===== src/rtl/serial_bit_feeder.sv =====
// Parallel-to-serial feeder for the sequence detector.
// It has a one-word holding buffer so consecutive frames stream back-to-back.
module serial_bit_feeder #(
  parameter int WIDTH     = 8,
  parameter bit MSB_FIRST = 1'b1,
  parameter bit IDLE_BIT  = 1'b0
) (
  input  logic                       clk,
  input  logic                       rst,
  input  logic                       load_valid,
  input  logic [WIDTH-1:0]           load_data,
  output logic                       load_ready,
  output logic                       data,
  output logic                       bit_valid,
  output logic                       frame_done,
  output logic                       busy,
  output logic [$clog2(WIDTH)-1:0]   bit_idx
);

  localparam int IDX_W = $clog2(WIDTH);
  localparam logic [IDX_W-1:0] LAST_IDX = IDX_W'(WIDTH - 1);
  localparam logic [IDX_W-1:0] PEN_IDX  = IDX_W'(WIDTH - 2);

  typedef enum logic {IDLE, SHIFT} state_t;

  state_t           state;
  logic [WIDTH-1:0] sr;
  logic [WIDTH-1:0] buffer;
  logic             buf_full;

  function automatic logic first_bit(input logic [WIDTH-1:0] w);
    return MSB_FIRST ? w[WIDTH-1] : w[0];
  endfunction

  function automatic logic [WIDTH-1:0] shift_out(input logic [WIDTH-1:0] w);
    return MSB_FIRST ? {w[WIDTH-2:0], 1'b0} : {1'b0, w[WIDTH-1:1]};
  endfunction

  assign load_ready = ~buf_full;

  // data holds the bit currently emitted; sr holds the bits still to come
  always_ff @(posedge clk or posedge rst) begin
    if (rst) begin
      state      <= IDLE;
      sr         <= '0;
      buffer     <= '0;
      buf_full   <= 1'b0;
      data       <= IDLE_BIT;
      bit_valid  <= 1'b0;
      frame_done <= 1'b0;
      busy       <= 1'b0;
      bit_idx    <= '0;
    end else begin
      case (state)
        IDLE: begin
          if (load_valid) begin
            state      <= SHIFT;
            data       <= first_bit(load_data);
            sr         <= shift_out(load_data);
            bit_valid  <= 1'b1;
            frame_done <= 1'b0;
            busy       <= 1'b1;
            bit_idx    <= '0;
          end
        end
        SHIFT: begin
          if (bit_idx != LAST_IDX) begin
            data       <= first_bit(sr);
            sr         <= shift_out(sr);
            bit_idx    <= bit_idx + IDX_W'(1);
            frame_done <= (bit_idx == PEN_IDX);
            if (load_valid && !buf_full) begin
              buffer   <= load_data;
              buf_full <= 1'b1;
            end
          end else if (buf_full) begin
            data       <= first_bit(buffer);
            sr         <= shift_out(buffer);
            buf_full   <= 1'b0;
            bit_idx    <= '0;
            frame_done <= 1'b0;
          end else if (load_valid) begin
            data       <= first_bit(load_data);
            sr         <= shift_out(load_data);
            bit_idx    <= '0;
            frame_done <= 1'b0;
          end else begin
            state      <= IDLE;
            data       <= IDLE_BIT;
            bit_valid  <= 1'b0;
            frame_done <= 1'b0;
            busy       <= 1'b0;
            bit_idx    <= '0;
          end
        end
        default: state <= IDLE;
      endcase
    end
  end

endmodule


===== config.mk =====
export PLATFORM = sky130hd
export DESIGN_NAME = serial_bit_feeder
export DESIGN_NICKNAME = d
export VERILOG_FILES = /design/src/rtl/serial_bit_feeder.sv
export SDC_FILE = /design/constraint.sdc
export NUM_CORES = 1
export LEC_CHECK = 0
export CAP_MARGIN = 20
export CORE_UTILIZATION = 50
export CTS_BUF_LIST = sky130_fd_sc_hd__clkbuf_8 sky130_fd_sc_hd__clkbuf_16
export CTS_CLUSTER_SIZE = 28
export DETAILED_ROUTE_END_ITERATION = 7
export PLACE_DENSITY = 0.72
export SYNTH_ARGS = -nofsm -noshare
export SYNTH_HDL_FRONTEND = slang
export SYNTH_SLANG_ARGS = --single-unit

===== constraint.sdc =====
create_clock -name clk -period 1.9 [get_ports clk]
set_input_delay 0.38 -clock clk [delete_from_list [all_inputs] [get_ports clk]]
set_output_delay 0.38 -clock clk [all_outputs]
set_load 0.03 [all_outputs]

==> metrics.yaml, run 1 <==
finalSetupTns_ps: 0
wl_per_cell_um: 15.34
routed_wl_mm: 2.423
via_count: 920
clock_skew_ps: 10.69
ys_types: 25
finalCriticalPeriod_ps: 1769
hold_ws_ps: 481.4
ios: 19
maxSlewViolCount: 0
diodes: 0
syn_avg_cell_area_um2: 11.24
crit_fanout: 3
core_area_mm2: 0.002255
die_area_mm2: 0.002652
std_cell_rows: 17
ir_worst_vdd_mv: 0.9112
clkLatencyLatePin_ps: 270
drt_iter0_markers: 17
post-route-period-util_pct: 93.12
hp-class: "input pin to asynchronous set/reset pin"
p_per_area_mw_per_mm2: 1585
initial_core_util_pct: 54.33
finalWeightedCongestion: 0.7815
power_leakage_nw: 0.6758
die_w_um: 51.50
cts_tree: "done"
via_per_inst: 5.823
synthesis.area_mm2: 0.001225
synth_fp_nets: 125
ant_nets: 0
syn_inst: 109
setup.worst_path.start_class: "flop"
worstMarginPinSlew_ps: 332.7
cts.sinks: 24
cts_setup_buffers: 0
seq_area_um2: 600.6
drive_gt1_share_pct: 22.31
track_usage_pct: 21.78
hold_viol_final: 0
maxCapViolations: 0
cts_buffers: 3
cts_root_buf: "clkbuf_8"
synth_edf_count: 0
run_status: "finished, final reports clean"
grt_pass1_wl_mm: 4.215
fmax_mhz: 565.2
antenna_found_initial: 0
fp.dieH_um: 51.50
drt-pass1-iter-count: 4
path_class: "flop to output pin"
rrSetupSlack_ps: 170
clk_pin_slew_worst_paths_ps: 90
dp_hpwl_mm: 1.647
cts-resized-gates: 0
setup_viol: 0
h-tree-depth: 1
synth-warning-count: 0
cp.required_ps: 1520
nFillCells: 191
holdBufCountCts: 0
nets: 147
overflow: 0
io_buffer_count: 18
clk_path_buf_depth: 2
synth_ff_type: "dfrtp_1"
multi_input_area_um2: 553.0
ys_async_sr_fraction_pct: 100.0
area_growth_pct: 23.70
grt_pass1_vias: 932
rsz0062_at_grt: "false"
r2r_end: "buffer[4]$_DFFE_PP0P_"
ys_seq_area_share_pct: 49.03
r2r_cells: 5
arrival_ps: 1390
ys_ff_latch: 24
slew_headroom_pct: 77.82
cp-end-kind: "output pin"
grt_max_degree: 25
drc: 0
rr_startpoint: "bit_idx[0]$_DFFE_PP0P_"
==> critical path, stage by stage (launching register included) <==
cell and delay (ps):
dfrtp_1 410, inv_1 60, clkdlybuf4s50_1 660
==> final cells by class <==
class	count	share of cell area (%)
sequential	24	39.64
clock inverter	1	1.982
clock buffer	3	2.725
inverter	6	1.486
multi-input combinational	71	36.50
timing repair buffer	25	15.36
tap	28	2.312
==> per-stage QoR <==
stage	setup slack, ps	std cells	cell area, µm²	util [%]	total power [mW]
floorplan	54.97	109	1225	-	1.639
finish	130.8	158	1515	67.20	2.402
global route	68.44	158	1515	67.20	2.565
global placement	58.59	154	1444	64.04	1.935
detailed placement	18.19	154	1444	64.04	1.964
CTS	114.8	158	1515	67.20	2.422
==> worst max path at each step <==
stage | startpoint | endpoint | slack, ps | cells past startpoint
3_3_place_gp | load_valid | data$_DFFE_PP0P_ | 60 | 6
6_report | buf_full$_DFFE_PP0P_ | load_ready | 130 | 2
3_5_place_dp | load_valid | data$_DFFE_PP0P_ | 20 | 6
2_1_floorplan | bit_idx[0]$_DFFE_PP0P_ | buffer[0]$_DFFE_PP0P_ | 50 | 4
4_1_cts | buf_full$_DFFE_PP0P_ | load_ready | 110 | 2
5_1_grt | bit_idx[2]$_DFFE_PP0P_ | bit_idx[2] | 70 | 1
==> state kept, by name (all words and copies together) (netlist names) <==
register	count
bit_idx	3
frame_done	1
buf_full	1
data	1
buffer	8
busy	1
state	1
sr	8
==> routing by layer <==
metal	track usage [%]	up-vias	part of all wire, %	wire length, µm
met4	8.108	0	1.2	29
li1	-	440	-	-
met1	27.62	458	48	1172
met5	0	-	0	0
met2	37.23	18	48	1161
met3	3.509	4	2.4	59
==> cells in the final DEF (no fill, tap or decap), types with 2 or more instances in the layout <==
cell,n
a21oi_1,10
a22o_1,2
buf_4,7
clkbuf_8,3
clkdlybuf4s50_1,18
dfrtp_1,24
ha_1,5
inv_1,4
inv_2,2
mux2_2,15
nand2_1,5
nand2b_1,2
nand3b_1,5
nor2b_1,2
o21ai_0,6
o22ai_1,10
==> cells by family (layout without fill, tap and decap cells) <==
family	Yosys count	after routing	share of synthesized area, %
compound gates	33	33	16.65
fa+ha+maj	5	5	5.107
buf+inv	14	35	5.822
flops	24	24	49.03
mux	15	15	13.79
simple gates	18	18	9.601
==> power breakdown <==
part	internal, mW	switching [mW]	leakage [nW]
Combinational	0.536	0.532	0.352
Clock	0.282	0.165	0.0357
Sequential	0.743	0.143	0.288
==> Yosys cell counts, drive strengths merged, types with 2 or more instances <==
library cell | number | area [µm²]
dfrtp | 24 | 600.6
mux2 | 15 | 168.9
a21oi | 10 | 50.05
o22ai | 10 | 62.56
inv | 6 | 22.52
o21ai | 6 | 30.03
ha | 5 | 62.56
nand2 | 5 | 18.77
nand3b | 5 | 37.54
buf | 4 | 33.78
clkbuf | 4 | 15.01
a22o | 2 | 17.52
nand2b | 2 | 12.51
nor2b | 2 | 12.51
nor4 | 2 | 27.53
No activity file was read; power rests on OpenSTA's default activity.
==> run 2: changes to the inputs <==
- CORE_UTILIZATION: 50 -> 35
- PLACE_DENSITY: 0.72 -> 0.53
==> metrics.yaml, run 2 (synthesis results as in run 1) <==
clk_path_buf_depth: 2  # unchanged
drive_gt1_share_pct: 22.90  # was 22.31%
drt-pass1-iter-count: 4  # unchanged
maxSlewViolCount: 0  # unchanged
finalWeightedCongestion: 0.6869  # was 0.7815
seq_area_um2: 600.6  # unchanged
arrival_ps: 1390  # about the same
rsz0062_at_grt: "false"  # unchanged
cp-end-kind: "output pin"  # unchanged
clock_skew_ps: 2.895  # was 10.69 ps
crit_fanout: 3  # unchanged
hp-class: "input pin to asynchronous set/reset pin"  # unchanged
die_area_mm2: 0.003741  # was 0.002652 mm²
critPathSlowestCell: "clkdlybuf4s50_1"  # unchanged
mostFrequentLayoutCells: "dfrtp_1 (24), clkdlybuf4s50_1 (18), mux2_2 (15)"  # unchanged
via_per_inst: 5.141  # was 5.823
h-tree-depth: 1  # unchanged
ios: 19  # unchanged
drc: 0  # unchanged
cts-resized-gates: 0  # unchanged
overflow: 0  # unchanged
cts_root_buf: "clkbuf_8"  # unchanged
die_w_um: 61.16  # was 51.50 µm
diodes: 0  # unchanged
p_clk_share_pct: 13.3  # was 18.6%
reg_top3: "buffer: 8 flops, sr: 8 flops, bit_idx: 3 flops"  # unchanged
post-route-period-util_pct: 93.21  # was 93.12%
area_growth_pct: 24.31  # was 23.70%
setup_viol: 0  # unchanged
worstMarginPinSlew_ps: 334.9  # was 332.7 ps
cp.required_ps: 1520  # about the same
power.total_mw: 2.268  # was 2.402 mW
std_cell_rows: 21  # was 17
cts_setup_buffers: 0  # unchanged
p_sw_share_pct: 37.00  # was 35.01%
initial_core_util_pct: 36.71  # was 54.33%
setup.worst_path.start_class: "flop"  # unchanged
drt_iter0_markers: 30  # was 17
p_per_area_mw_per_mm2: 1489  # was 1585 mW/mm²
nets: 149  # was 147
fmax_mhz: 564.6  # was 565.2 MHz
path_class: "flop to output pin"  # unchanged
track_usage_pct: 16.10  # was 21.78%
clkLatencyLatePin_ps: 260  # was 270 ps
via_count: 910  # was 920
mostFrequentLayoutCell: "dfrtp_1"  # unchanged
power_leakage_nw: 0.6724  # was 0.6758 nW
path_buf_inv: 2  # unchanged
ant_nets: 0  # unchanged
fp.dieH_um: 61.16  # was 51.50 µm
maxCapViolations: 0  # unchanged
finalSetupTns_ps: 0  # unchanged
grt_pass1_vias: 899  # was 932
io_buffer_count: 18  # unchanged
core_area_mm2: 0.003337  # was 0.002255 mm²
cts_buffers: 3  # unchanged
slew_headroom_pct: 77.68  # was 77.82%
grt_pass1_wl_mm: 4.305  # was 4.215 mm
p_comb_share_pct: 47.7  # was 44.5%
multi_input_area_um2: 553.0  # unchanged
hold_viol_final: 0  # unchanged
cts_tree: "done"  # unchanged
sequentialPowerShare_pct: 39.0  # was 36.9%
p_int_mw: 1.429  # was 1.561 mW
cp_slowest_stage_delay_ps: 660  # about the same
holdBufCountCts: 0  # unchanged
clk_pin_slew_worst_paths_ps: 80  # was 90 ps
critPathTopFamily: "buffers and inverters"  # unchanged
dp_hpwl_mm: 1.747  # was 1.647 mm
antenna_found_initial: 0  # unchanged
wl_per_cell_um: 14.32  # was 15.34 µm
p_sw_mw: 0.8392  # was 0.8407 mW
grt_max_degree: 25  # unchanged
nFillCells: 330  # was 191
routed_wl_mm: 2.534  # was 2.423 mm
ir_worst_vdd_mv: 0.4832  # was 0.9112 mV
path_cells: "inv_1 -> clkdlybuf4s50_1"  # unchanged
run_status: "finished, final reports clean"  # unchanged
cts.sinks: 24  # unchanged
finalCriticalPeriod_ps: 1771  # was 1769 ps
run 2: worst register-to-register path: stages, from the launching register on:
cell	delay [ps]
dfrtp_1	430
ha_1	240
ha_1	250
nor4_4	170
buf_4	190
mux2_2	330
run 2: area by class of cell:
| class | instances | share of cell area [%] |
|---|---|---|
| sequential | 24 | 39.44 |
| timing repair buffer | 27 | 16.27 |
| inverter | 6 | 1.479 |
| multi-input combinational | 71 | 36.32 |
| clock buffer | 3 | 2.712 |
| tap | 46 | 3.780 |
run 2: layer usage:
metal / vias up / global-route usage (%) / wire length (µm)
met5: - / 0 / 0
met4: 0 / 8.117 / 49
met3: 5 / 2.521 / 59
met2: 15 / 24.84 / 1165
met1: 447 / 21.93 / 1259
li1: 443 / - / -
run 2: final timing paths:
check,slack [ps],from,cells after the start,endpoint
max in group asynchronous,1200,rst,3,data$_DFFE_PP0P_
worst min register to register,500,frame_done$_DFFE_PP0P_,2,frame_done$_DFFE_PP0P_
worst max register to register,180,bit_idx[0]$_DFFE_PP0P_,5,buffer[7]$_DFFE_PP0P_
worst min-delay path,450,rst,3,buffer[3]$_DFFE_PP0P_
min in group clk,500,frame_done$_DFFE_PP0P_,2,frame_done$_DFFE_PP0P_
worst max-delay path,130,buf_full$_DFFE_PP0P_,2,load_ready
run 2: power by group through the flow:
| stage | logic (mW) | clock network [mW] | registers (mW) |
|---|---|---|---|
| after global placement | 1.08 | 0 | 0.894 |
| final | 1.08 | 0.302 | 0.884 |
| after floorplan | 0.667 | 0 | 0.972 |
| after global routing | 1.20 | 0.331 | 0.919 |
| after detailed placement | 1.09 | 0 | 0.897 |
| after CTS | 1.09 | 0.316 | 0.887 |
run 2: metrics by stage:
step	setup slack [ps]	cells	hold WS, ps	cell area (µm²)	util (%)
after global routing	71.99	177	506.8	1523	45.63
after floorplan	54.97	109	394.6	1225	-
after global placement	29.50	174	477.1	1481	44.39
final	129.0	177	452.6	1523	45.63
after detailed placement	9.316	174	478.1	1481	44.39
after CTS	111.1	177	455.9	1523	45.63
==> run 3: changes to the inputs <==
- ABC_AREA: not set -> 1
- CORE_MARGIN: not set -> 2
==> metrics.yaml, run 3 <==
run_status: "finished, final reports clean"  # unchanged
hold_viol_final: 0  # unchanged
overflow: 0  # unchanged
maxSlewViolCount: 0  # unchanged
path_buf_inv: 1  # was 2
initial_core_util_pct: 35.84  # was 36.71%
dp_hpwl_mm: 1.945  # was 1.747 mm
die_w_um: 64.77  # was 61.16 µm
cp_slowest_stage_delay_ps: 690  # was 660 ps
ys_seq_area_share_pct: 46.47  # was 49.03%
ios: 19  # unchanged
cts_root_buf: "clkbuf_8"  # unchanged
rsz0062_at_grt: "false"  # unchanged
post-route-period-util_pct: 92.83  # was 93.21%
nets: 198  # was 149
synth-warning-count: 0  # unchanged
finalCriticalPeriod_ps: 1764  # was 1771 ps
path_cells: "clkdlybuf4s50_1"  # was inv_1 -> clkdlybuf4s50_1
utilization_pct: 43.79  # was 45.63%
via_per_inst: 4.450  # was 5.141
ir_worst_vdd_mv: 0.5630  # was 0.4832 mV
h-tree-depth: 1  # unchanged
drt-pass1-iter-count: 4  # unchanged
synth_commonest_cells: "nand2_1 (53), dfrtp_1 (24), inv_1 (21)"  # was dfrtp_1 (24), mux2_2 (15), a21oi_1 (10), o22ai_1 (10), o21ai_0 (6)
ys_ff_latch: 24  # unchanged
setup.worst_path.start_class: "flop"  # unchanged
path_class: "flop to output pin"  # unchanged
drc: 0  # unchanged
fmax_mhz: 567.0  # was 564.6 MHz
arrival_ps: 1380  # was 1390 ps
synth_ff_type: "dfrtp_1"  # unchanged
synth_edf_count: 0  # unchanged
antenna_found_initial: 0  # unchanged
drive_gt1_share_pct: 12.15  # was 22.90%
synth_fp_nets: 176  # was 125
synth_top_area_share_pct: 46.47  # was 49.03%
drt_iter0_markers: 52  # was 30
synthMostInstantiatedCell: "nand2_1"  # was dfrtp_1
power_leakage_nw: 0.8177  # was 0.6724 nW
grt_max_degree: 25  # unchanged
hp-class: "input pin to asynchronous set/reset pin"  # unchanged
clk_path_buf_depth: 2  # unchanged
routed_wl_mm: 2.666  # was 2.534 mm
finalSetupTns_ps: 0  # unchanged
cts.sinks: 24  # unchanged
crit_fanout: 5  # was 3
cts_tree: "done"  # unchanged
mostFrequentLayoutCell: "nand2_1"  # was dfrtp_1
synth_largest_area_cell: "dfrtp_1"  # unchanged
p_clk_share_pct: 15.9  # was 13.3%
ys_async_sr_fraction_pct: 100.0  # unchanged
reg_top3: "buffer: 8 flops, sr: 8 flops, bit_idx: 3 flops"  # unchanged
p_per_area_mw_per_mm2: 1401  # was 1489 mW/mm²
syn_avg_cell_area_um2: 8.078  # was 11.24 µm²
cp.required_ps: 1520  # about the same
grt_pass1_wl_mm: 4.705  # was 4.305 mm
p_int_mw: 1.322  # was 1.429 mW
p_comb_share_pct: 44.4  # was 47.7%
sequentialPowerShare_pct: 39.8  # was 39.0%
maxCapViolations: 0  # unchanged
startpoint: "bit_idx[2]$_DFFE_PP0P_"  # was buf_full$_DFFE_PP0P_
core_area_mm2: 0.003606  # was 0.003337 mm²
wl_per_cell_um: 11.64  # was 14.32 µm
finalWeightedCongestion: 0.8038  # was 0.6869
grt_pass1_vias: 1031  # was 899
syn_inst: 160  # was 109
std_cell_rows: 22  # was 21
setup_viol: 0  # unchanged
mostFrequentLayoutCells: "nand2_1 (53), dfrtp_1 (24), inv_1 (21)"  # was dfrtp_1 (24), clkdlybuf4s50_1 (18), mux2_2 (15)
slew_headroom_pct: 76.13  # was 77.68%
synth.area.top_cells: "dfrtp_1 (46%), nand2_1 (15%), inv_1 (6.1%)"  # was dfrtp_1 (49%), mux2_2 (14%), ha_1 (5.1%)
critPathSlowestCell: "clkdlybuf4s50_1"  # unchanged
area_growth_pct: 22.17  # was 24.31%
synthesis.area_mm2: 0.001292  # was 0.001225 mm²
ys_types: 20  # was 25
clkLatencyLatePin_ps: 260  # about the same
worstMarginPinSlew_ps: 356.8  # was 334.9 ps
clk_pin_slew_worst_paths_ps: 90  # was 80 ps
ant_nets: 0  # unchanged
rr_startpoint: "bit_idx[1]$_DFFE_PP0P_"  # was bit_idx[0]$_DFFE_PP0P_
die_area_mm2: 0.004195  # was 0.003741 mm²
via_count: 1019  # was 910
cts_buffers: 3  # unchanged
cp-end-kind: "output pin"  # unchanged
clock_skew_ps: 3.107  # was 2.895 ps
critPathTopFamily: "buffers and inverters"  # unchanged
track_usage_pct: 14.40  # was 16.10%
fp.dieH_um: 64.77  # was 61.16 µm
p_sw_share_pct: 40.27  # was 37.00%
power.total_mw: 2.213  # was 2.268 mW
p_sw_mw: 0.8910  # was 0.8392 mW
diodes: 0  # unchanged
io_buffer_count: 18  # unchanged
==> run 3: cell types whose count changed in the layout (fill, tap and decap cells not counted), moves of 8 or more <==
| cell | delta |
|---|---|
| o21ai_2 | +8 |
| nand2_1 | +48 |
| inv_1 | +17 |
| o22ai_1 | -10 |
| a21oi_1 | -10 |
| mux2_2 | -15 |
| nor2_1 | +14 |
==> run 3: final timing paths <==
| path | end | slack (ps) | depth (start not counted) |
|---|---|---|---|
| worst max-delay path | bit_idx[2] | 140 | 1 |
| worst min-delay path | buffer[6]$_DFFE_PP0P_ | 460 | 3 |
| worst max register to register | sr[2]$_DFF_PP0_ | 280 | 7 |
| worst min register to register | buffer[3]$_DFFE_PP0P_ | 490 | 2 |
| max in group asynchronous | frame_done$_DFFE_PP0P_ | 1200 | 3 |
| min in group clk | buffer[3]$_DFFE_PP0P_ | 490 | 2 |
==> run 3: per-layer routing <==
layer  vias up  share of wire [%]  track usage [%]
met5         -                  0                0
met4         0                1.5            5.851
met3         4                3.1            1.736
met2        15                 46            23.97
met1       462                 50            18.92
li1        538                  -                -
==> run 3: power by group through the flow <==
| stage | sequential, mW | combinational [mW] | clock (mW) |
|---|---|---|---|
| 6_report | 0.880 | 0.982 | 0.352 |
| 5_1_grt | 0.915 | 1.12 | 0.396 |
| 4_1_cts | 0.881 | 1.00 | 0.360 |
| 3_5_place_dp | 0.889 | 0.999 | 0 |
| 3_3_place_gp | 0.886 | 0.983 | 0 |
| 2_1_floorplan | 0.964 | 0.617 | 0 |
==> run 3: logic make-up (layout without fill, tap and decap cells) <==
family,count (synthesis),after routing,synth area share (%)
fa+ha+maj,5,5,4.840
flops,24,24,46.47
simple gates,77,77,25.36
compound gates,25,25,12.78
buf+inv,29,50,10.55
==> run 3: per-stage QoR <==
step	cells	cell area, µm²	worst slack, ps	hold slack, ps
after global placement	225	1521	262.9	462.5
final	229	1579	136.3	455.5
after detailed placement	225	1521	222.7	469.0
after global routing	229	1579	58.72	474.5
after floorplan	160	1292	278.6	394.6
after CTS	229	1577	14.97	458.2
==> run 3: layout make-up <==
class	instances	area [µm²]
Inverter	24	95.09
Multi-Input combinational cell	107	555.5
Timing Repair Buffer	22	212.7
Clock buffer	4	55.05
Tap cell	48	60.06
Fill cell	383	2027
Sequential cell	24	600.6
==> run 3: what timing repair did <==
action / in CTS / in global routing
setup buffers: 0 / 0
hold buffers: 0 / 0
hold endpoints to repair: 0 / 0
resized for setup: 0 / 1
endpoints found under the setup margin: 0 / 1
==> patch 1 (config.mk and constraints of run 1) <==
The parameter `IDLE_BIT` goes from 1'b0 to 1'b1.
--- a/src/rtl/serial_bit_feeder.sv
+++ b/src/rtl/serial_bit_feeder.sv
@@ -3,7 +3,7 @@
 module serial_bit_feeder #(
   parameter int WIDTH     = 8,
   parameter bit MSB_FIRST = 1'b1,
-  parameter bit IDLE_BIT  = 1'b0
+  parameter bit IDLE_BIT  = 1'b1
 ) (
   input  logic                       clk,
   input  logic                       rst,
Function: changed (a bounded check fails within 4 cycles, from zero or initial values and one cycle with rst high).
==> patch 1 against run 1 <==
- global-route usage fell by 0.59 points
- first-iteration DRC count fell by 24%
- count of clock-buffer cells in the layout did not move
- fmax fell by 3.9%
- worst setup slack got worse by 0.071 ns
- synthesized area fell by 4.7%
- clock power barely moved
- total power rose by 1.2%
- wire length rose by 0.58%
- sequential cell count did not move
- design area fell by 2.6%
==> patch 1: results (changes against run 1) <==
yosys-top-cells-count: "dfrtp_1, nand2_1, mux2_2"
inv_count: 5  # -1
synth_mux_area_frac: 0.137  # -0.000704
synth.distinct_cells: 29  # +16%
gp_congestion: 0.756  # -3.3%
yosys-top-cells-area: "dfrtp_1, mux2_2, mux2i_1, ha_1, nand2_1"
power.density_nw_per_um2: 1650  # +3.9%
grtUsageTotal: 0.212  # -0.00590
n_fill_cell: 185  # -3.1%
worstPathMaxFanout: 2  # -1
synth_adder_area_share: 0.0536  # +0.00252
p_leak_nw: 0.721  # +6.7%
fp.dieArea_um2: 2530  # -4.5%
synth_nets: 116  # -7.2%
drtIter0Drc: 13  # -4
flops_and_latches: 24  # unchanged
layout.nets: 141  # -4.1%
dp_worst_setup_slack_ns: -0.0551  # -0.0732 ns
synth-compound-area-share: 0.146  # -0.0207
hpwl_mm: 1.67  # +1.3%
startpoint: "data$_DFFE_PP1P_"
grt_pass1_vias: 882  # -5.4%
comb.multi_input.count: 66  # -7.0%
drive_gt1_frac: 0.185  # -0.0376
syn_inst: 100  # -8.3%
slew_headroom: 0.754  # -0.0240
seq_area_frac_synth: 0.516  # +0.0252
fin_worst_skew_ns: 0.00275  # -0.00794 ns
bufAreaShareNonClock: 0.159  # +0.00573
dp_cells: 148  # -3.9%
arrival_ns: 1.46  # +0.07 ns
status: "finished clean"
[patch 1: changes by cell type in the layout (fill, tap and decap cells not counted), sizes merged, moves of 4 or more]
| cell | before | now |
|---|---|---|
| a21oi | 10 | 2 |
| a221oi | 0 | 4 |
| a22oi | 0 | 4 |
| mux2 | 15 | 8 |
| mux2i | 0 | 7 |
| nand2 | 5 | 10 |
| nand3b | 5 | 0 |
| nor2 | 1 | 6 |
| o21ai | 6 | 1 |
| o22ai | 10 | 5 |
[patch 1: timing repair]
| action | CTS | global route |
|---|---|---|
| resized for setup | 0 | 1 |
| buffers inserted | 0 | 0 |
| endpoints found under the setup margin | 0 | 1 |
[patch 1: cell families after synthesis]
| group | count (synthesis) |
|---|---|
| flip-flops | 24 |
| buffers and inverters | 10 |
| adder cells (fa/ha/maj) | 5 |
| multiplexers | 15 |
| AO/OA/AOI/OAI | 23 |
| AND/OR/NAND/NOR | 23 |
[patch 1: metal layers]
metal  GRT usage  part of all wire  vias up
met5           0                 0        -
met4      0.0509            0.0037        0
met2       0.376              0.52       30
met3      0.0545             0.051        2
li1            -                 -      411
met1       0.255              0.43      425
[patch 1: worst paths after layout]
| check | to | depth (start not counted) | slack, ns |
|---|---|---|---|
| max in group asynchronous | data$_DFFE_PP1P_ | 3 | 1.17 |
| worst min register to register | frame_done$_DFFE_PP0P_ | 2 | 0.50 |
| worst max-delay path | data | 1 | 0.06 |
| worst min-delay path | busy$_DFFE_PP0P_ | 3 | 0.45 |
| worst max register to register | buffer[6]$_DFFE_PP0P_ | 5 | 0.10 |
| min in group clk | frame_done$_DFFE_PP0P_ | 2 | 0.50 |
[patch 1: power by group]
part,switching (W),total (W),internal (W)
Combinational,0.000541,0.00106,0.000519
Sequential,0.000167,0.000924,0.000758
Clock,0.000165,0.000447,0.000282
==> patch 2 (config.mk and constraints of run 1) <==
Made on the original files. Make the reset (`rst`) synchronous in one clocked block.
--- a/src/rtl/serial_bit_feeder.sv
+++ b/src/rtl/serial_bit_feeder.sv
@@ -39,7 +39,7 @@
   assign load_ready = ~buf_full;
 
   // data holds the bit currently emitted; sr holds the bits still to come
-  always_ff @(posedge clk or posedge rst) begin
+  always_ff @(posedge clk) begin
     if (rst) begin
       state      <= IDLE;
       sr         <= '0;
Behaviour: differs if rst is asserted again (counterexample within 4 cycles, from zero or initial values and one cycle with rst high); with rst held inactive, the same outputs for 10 cycles.
==> patch 2 against run 1 <==
- synthesized area fell by 6.1%
- sequential cell count unchanged
- worst setup slack better by 0.027 ns
- design area fell by 4.5%
- non-clock buffer count is 5 higher
- highest routed layer unchanged
- wire length down 0.45%
- register-to-register slack better by 0.05 ns
- critical endpoint is now bit_idx[2]
Power is not compared: it rests on default switching activity, and its combinational part moved more than twofold at a synthesized area within 25%.
==> patch 2: results (changes against run 1) <==
arrival_ns: 1.36  # -0.03 ns
ys.flop_type: "dfxtp_1"
rr_endpoint: "buffer[1]$_SDFFE_PP0P_"
timing.hold.ws_ns: 0.433  # -0.0480 ns
yosys-top-cells-area: "dfxtp_1, mux2i_1, a221oi_1, nand3b_1, ha_1"
p_sw_w: 0.000275
drtIter0Drc: 16  # -1
worstPathMaxFanout: 5  # +2
io_buffers: 18  # unchanged
drive_gt1_frac: 0.138  # -0.0851
yosys-top-cells-count: "dfxtp_1, mux2i_1, nor2_1"
seq_area_frac_synth: 0.418  # -0.0725
r2r_slack_ns: 0.22  # +0.05 ns
min_period_ns: 1.74  # -0.0269 ns
ir_drop_mv: 0.806
placed_cell_area_um2: 1390  # -3.6%
cts_setup_buffers: 0  # unchanged
multiInputGateArea_um2: 587  # +6.1%
dp_worst_setup_slack_ns: 0.00275  # -0.0154 ns
async_flop_share: 0  # -1.00
drt-total-wl_mm: 2.41  # -0.45%
grt_start_max_net_pins: 14  # -44%
firstDrtPassIters: 4  # unchanged
worst_path_largest_cell_delay_ns: 0.70  # +0.04 ns
min-delay-start: "sr[0]$_SDFF_PP0_"
fin_worst_skew_ns: 0.00526  # -0.00543 ns
cts_inserted_buffers: 3  # unchanged
synth.distinct_cells: 25  # unchanged
grt_pass1_wl_mm: 4.17  # -1.1%
hpwl_mm: 1.71  # +3.9%
gp_congestion: 0.789  # +1.0%
status: "finished clean"
slew_headroom: 0.655  # -0.123
fin_cells: 172  # +8.9%
grtUsageTotal: 0.220  # +0.00209
syn_inst: 122  # +12%
rr_worst_depth: 6  # +1
worstReg2RegStart: "bit_idx[0]$_SDFFE_PP0P_"
vias: 944  # +2.6%
n_fill_cell: 173  # -9.4%
hold_path.class: "flop to flop"
synth_nets: 138  # +10%
layout.nets: 162  # +10%
cts.repair.resized: 0  # unchanged
==> patch 2: area by class of cell <==
cell class | count | share of cell area
multi-input combinational | 82 | 0.405
tap | 27 | 0.0233
sequential | 24 | 0.332
inverter | 5 | 0.0147
timing repair buffer | 30 | 0.187
clock buffer | 4 | 0.0380
==> patch 2: power by group through the flow <==
stage / Clock, W / Combinational (W) / Sequential [W]
6_report: 0.000350 / 0.000185 / 0.000550
5_1_grt: 0.000378 / 0.000201 / 0.000554
4_1_cts: 0.000355 / 0.000185 / 0.000550
3_5_place_dp: 0 / 0.000184 / 0.000561
3_3_place_gp: 0 / 0.000181 / 0.000560
2_1_floorplan: 0 / 0.000105 / 0.000566
==> patch 2: cell families (layout without fill, tap and decap cells) <==
group	count (synthesis)	after routing	share of synthesized area
AO/OA/AOI/OAI	28	28	0.161
adder cells (fa/ha/maj)	5	5	0.0544
buffers and inverters	16	39	0.0718
flip-flops	24	24	0.418
multiplexers	15	15	0.131
AND/OR/NAND/NOR	34	34	0.164
==> patch 2: how the worst max path moves through the flow <==
stage / from / to / cells after the start
after global routing: bit_idx[0]$_SDFFE_PP0P_ / data$_SDFFE_PP0P_ / 5
final: bit_idx[2]$_SDFFE_PP0P_ / bit_idx[2] / 1
after CTS: bit_idx[2]$_SDFFE_PP0P_ / bit_idx[2] / 1
after floorplan: bit_idx[0]$_SDFFE_PP0P_ / data$_SDFFE_PP0P_ / 6
after detailed placement: load_valid / frame_done$_SDFFE_PP0P_ / 5
after global placement: load_valid / frame_done$_SDFFE_PP0P_ / 5
==> patch 2: per-layer routing <==
layer | up-vias | GRT usage | share of wire
met5 | - | 0 | 0
met4 | 0 | 0.0429 | 0.0054
met3 | 2 | 0.0463 | 0.030
met2 | 19 | 0.381 | 0.46
met1 | 443 | 0.279 | 0.50
li1 | 480 | - | -
